`config.mk`:
```
export PLATFORM = sky130hd
export DESIGN_NAME = multiplicador_algoritmico
export DESIGN_NICKNAME = d
export VERILOG_FILES = /design/src/rtl/multiplicador_algoritmico.sv
export SDC_FILE = /design/constraint.sdc
export NUM_CORES = 1
export LEC_CHECK = 0
export ABC_AREA = 1
export CORE_MARGIN = 5
export CORE_UTILIZATION = 35
export CTS_CLUSTER_DIAMETER = 200
export DETAILED_ROUTE_END_ITERATION = 8
export DONT_BUFFER_PORTS = 1
export GPL_TIMING_DRIVEN = 1
export SLEW_MARGIN = 20
export SYNTH_ARGS = -nofsm -noshare
export SYNTH_HDL_FRONTEND = slang
export SYNTH_SLANG_ARGS = --single-unit
```
`constraint.sdc`:
```
create_clock -name CLK -period 2.4 [get_ports CLK]
set_clock_uncertainty 0.15 [all_clocks]
set_input_delay 0.12 -clock CLK [delete_from_list [all_inputs] [get_ports CLK]]
set_output_delay 0.12 -clock CLK [all_outputs]
set_load 0.03 [all_outputs]
```
`src/rtl/multiplicador_algoritmico.sv`:
```
// Sequential signed multiplier: sign-magnitude shift-and-add, one M1/M2 pair per multiplier bit.
// Operands are latched on the accepting edge; the product appears 2N+1 edges later with a one-cycle Done.
module multiplicador_algoritmico #(
  parameter int tamanyo = 32
) (
  input  logic                   CLK,
  input  logic                   RSTa,
  input  logic                   Start,
  input  logic [tamanyo-1:0]     A,
  input  logic [tamanyo-1:0]     B,
  output logic [2*tamanyo-1:0]   Prod,
  output logic                   Done,
  output logic                   Busy
);
  localparam int N  = tamanyo;
  localparam int N2 = 2 * tamanyo;
  localparam int CW = $clog2(tamanyo);

  typedef enum logic [1:0] {M0, M1, M2, M3} state_t;

  state_t          state_q, state_d;
  logic [N:0]      accu_q, accu_d;
  logic [N-1:0]    mplr_q, mplr_d;
  logic [N-1:0]    mcand_q, mcand_d;
  logic [CW-1:0]   cont_q, cont_d;
  logic            signa_q, signa_d;
  logic            signb_q, signb_d;
  logic [N2-1:0]   prod_q, prod_d;
  logic            done_q, done_d;
  logic            busy_q, busy_d;

  logic [N-1:0]    mag_a, mag_b;
  logic [N2-1:0]   p_mag;

  // -2^(N-1) negates to itself, which read as unsigned is the correct magnitude
  assign mag_a = A[N-1] ? (~A + N'(1)) : A;
  assign mag_b = B[N-1] ? (~B + N'(1)) : B;
  assign p_mag = {accu_q[N-1:0], mplr_q};

  always_ff @(posedge CLK) begin
    if (!RSTa) begin
      state_q <= M0;
      accu_q  <= '0;
      mplr_q  <= '0;
      mcand_q <= '0;
      cont_q  <= '0;
      signa_q <= 1'b0;
      signb_q <= 1'b0;
      prod_q  <= '0;
      done_q  <= 1'b0;
      busy_q  <= 1'b0;
    end else begin
      state_q <= state_d;
      accu_q  <= accu_d;
      mplr_q  <= mplr_d;
      mcand_q <= mcand_d;
      cont_q  <= cont_d;
      signa_q <= signa_d;
      signb_q <= signb_d;
      prod_q  <= prod_d;
      done_q  <= done_d;
      busy_q  <= busy_d;
    end
  end

  always_comb begin
    state_d = state_q;
    accu_d  = accu_q;
    mplr_d  = mplr_q;
    mcand_d = mcand_q;
    cont_d  = cont_q;
    signa_d = signa_q;
    signb_d = signb_q;
    prod_d  = prod_q;
    done_d  = 1'b0;
    // Busy trails the state by one edge: set on the first add edge, dropped on the finish edge
    busy_d  = (state_q == M1) || (state_q == M2);
    case (state_q)
      M0: begin
        if (Start) begin
          signa_d = A[N-1];
          signb_d = B[N-1];
          mcand_d = mag_a;
          mplr_d  = mag_b;
          accu_d  = '0;
          cont_d  = CW'(N - 1);
          state_d = M1;
        end
      end
      M1: begin
        if (mplr_q[0]) accu_d = accu_q + {1'b0, mcand_q};
        state_d = M2;
      end
      M2: begin
        {accu_d, mplr_d} = {accu_q, mplr_q} >> 1;
        cont_d  = cont_q - CW'(1);
        state_d = (cont_q == '0) ? M3 : M1;
      end
      M3: begin
        prod_d  = (signa_q ^ signb_q) ? (~p_mag + N2'(1)) : p_mag;
        done_d  = 1'b1;
        state_d = M0;
      end
      default: state_d = M0;
    endcase
  end

  assign Prod = prod_q;
  assign Done = done_q;
  assign Busy = busy_q;

endmodule

```
==> summary.txt <==
Status: complete, no violations
CP arrival: 2.47 ns
Die Y-Extent: 203.2 um
DRT Wirelength: 48.21 mm
WS Path Type: in2reg
Crit-path cells: dlygate4sd3_1 -> inv_2 -> ha_1 -> nand3_1 -> nor2_2 -> nand2_1 -> nor2_4 -> nand2_1 -> nand2_1 -> xor2_1 -> o21ai_0 -> nand2_1 -> dlygate4sd3_1 -> inv_1
Placed Instance Area: 13990 um^2
Rows: 70
Synth cell types: 47
DR vias/cell: 5.119
Synth top area cells: dfxtp_1 26%, nand2_1 19%, nor2_1 8.6%
Pre-CTS WS: 0.04863 ns
Syn Nets: 2345
Final hold violation count: 0
R2R Setup Slk: 0.15 ns
Max Slew Vio Count: 0
Top Ports: 133
Yosys Warn Count: 0
Die W: 203.2 um
Synth Register Bits: 172
Clock Latency Late Sink: 0.46 ns
Worst hold path class: in2reg
Rel. slew slack: 0.3296
Sequential share of the synthesized area: 0.2636
Static Leak: 7.597 nW
Number of max-cap violations: 0
Number of synthesized flops with an enable pin: 0
CTS buffer count: 17
Startpoint class of the critical path: input pin
Layout area overhead: 18.75%
Initial core utilization: 0.3559
Critical Path End Type: flop
Crit share post-route: 0.9480
Most common cell in the netlist: nand2_1
Clock-pin slew on the worst setup and hold paths: 0.07 ns
Share of layout cells above drive strength 1: 0.08092
Clock Tree Root: clkbuf_16
TritonCTS clock tree: built
CP peak stage delay: 0.55 ns
DR vias: 14410
Global-route wire length before repair: 75.40 mm
Reg-to-reg startpoint: mcand_q[13]
Largest net degree at the start of global routing: 115
Ys flop type: dfxtp_1
Final setup vio count: 0
Core area: 36700 um^2
Critical path's slowest cell: dlygate4sd3_1
Post-synth ARST share: 0
Period minus WS final: 2.275 ns
CP dominant cell by count: nand2_1
WP buf/inv: 4
Initial DRC Count: 1245
Top-area cell type share of the netlist area: 0.2636
Fillers: 4000
Fmax: 439.5 MHz
HP Start: A[16]
NumNets Final: 2444
Clock Sink Count: 172
Synth top cells by count: 659 x nand2_1, 300 x nor2_1, 288 x inv_1
Diodes inserted: 0
Area of the die: 41280 um^2
Critical Path RT: 2.60 ns
CP max FO: 4
WHS Endpoint: mcand_q[18]
Worst Max-Slew Pin Slew: 1.006 ns
Port buffer count: 0
DRT Pass-1 Iters: 5
Design area: 15510 um^2
DRC viols: 0
Synth Area per Inst: 5.842 um^2
Hold Path Depth: 7
Mapped Area: 13060 um^2
Post-Syn Instances: 2236
Reg2Reg Depth: 12
Clock tree buffer depth: 2
H-tree depth: 4
WL/cell: 17.12 um
Vias in the first global route: 13160
Initial antenna violation count: 0
Post-DP HPWL: 37.30 mm
GR Util All Layers: 0.2285
RSZ-0062 raised after global routing: true
Routability Congestion: 0.9637
Reg-to-reg endpoint: accu_q[25]
Pwr dens: 571.9 nW/um^2
Final WS setup: 0.1247 ns
Synth area leader: dfxtp_1
GRT overflow: 0
Tot Pwr: 8.871 mW
Remaining antenna violation count: 0
Peak supply drop: 0.0004549 V
Delay-heaviest family, CP: buffers and inverters
## placed cells by master, fill, tap and decap left out, types with 6 or more instances in the layout
master,Yosys,layout
a21oi_1,175,172
a31oi_1,7,7
buf_4,0,76
clkbuf_16,0,17
dfxtp_1,172,170
dlygate4sd3_1,0,78
ha_1,41,36
inv_1,288,284
inv_2,13,16
nand2_1,659,658
nand3_1,124,122
nand3b_1,6,6
nand4_1,29,29
nor2_1,300,297
nor2_2,14,16
nor3_1,22,21
nor3_2,6,6
o211ai_1,21,21
o21ai_0,119,119
o21ai_1,31,30
o221ai_1,14,14
xnor2_1,9,9
xor2_1,56,56
## final cells by class
type	count	area, um^2	share of cell area
Timing Repair Buffer	160	1471	0.09486
Sequential cell	172	3446	0.2222
Inverter	301	1131	0.07292
Clock inverter	15	175.2	0.01129
Tap cell	468	585.6	0.03775
Clock buffer	17	425.4	0.02743
Multi-Input combinational cell	1683	8277	0.5336
## flip-flops by register name (all words and copies together) (netlist names)
register	count
state_q	2
Prod	64
signb_q	1
Done	1
cont_q	5
accu_q	33
signa_q	1
Busy	1
mplr_q	32
mcand_q	32
## worst register-to-register path: cells and delay by family (launching register included)
family | cells | cell delay, ns
flip-flops | 1 | 0.36
buffers and inverters | 1 | 0.14
AND/OR/NAND/NOR | 9 | 1.05
adder cells (fa/ha/maj) | 1 | 0.37
AO/OA/AOI/OAI | 1 | 0.11
## layer usage
metal  track usage  routed length, um  vias to the layer above
met4       0.05469                772                        0
li1              -                  -                     7343
met5             0                  0                        -
met1        0.3507              23810                     6539
met3       0.04150               3727                       46
met2        0.3292              19890                      486
## metrics by stage
stage,utilization,setup TNS [ns],std cells,hold WS [ns]
after floorplan,-,0,2236,0.1087
after global placement,0.3811,0,2703,0.08158
after detailed placement,0.3811,0,2703,0.08804
after CTS,0.4198,0,2815,0.0003421
after global routing,0.4227,-0.03583,2816,0.04293
final,0.4227,0,2816,0.01675
## how the worst max path moves through the flow
stage / start / to / slack, ns / cells past startpoint
3_5_place_dp: mplr_q[0] / Prod[36] / 0.05 / 11
4_1_cts: A[0] / mcand_q[16] / 0.008 / 14
6_report: A[0] / mcand_q[16] / 0.12 / 14
5_1_grt: accu_q[23] / accu_q[25] / -0.02 / 11
3_3_place_gp: mplr_q[0] / Prod[36] / 0.03 / 11
2_1_floorplan: accu_q[0] / accu_q[32] / 0.26 / 15
## where the power goes
group	switching (mW)	internal, mW
Clock	1.43	1.40
Sequential	0.283	3.04
Combinational	1.80	0.917
## kinds of logic after synthesis
group,after synthesis,synth area share
buffers and inverters,381,0.1109
DFF,172,0.2636
AOI/OAI and AO/OA,387,0.1616
adders and majority gates,42,0.04080
and+or+nand+nor,1189,0.3795
xor gates and xnor gates,65,0.04358
## timing repair
action	in CTS	in global routing
hold endpoints to repair	105	0
setup buffers	0	1
resized for setup	0	26
hold buffers	80	0
endpoints found under the setup margin	0	48
No activity file was read; power rests on OpenSTA's default activity.
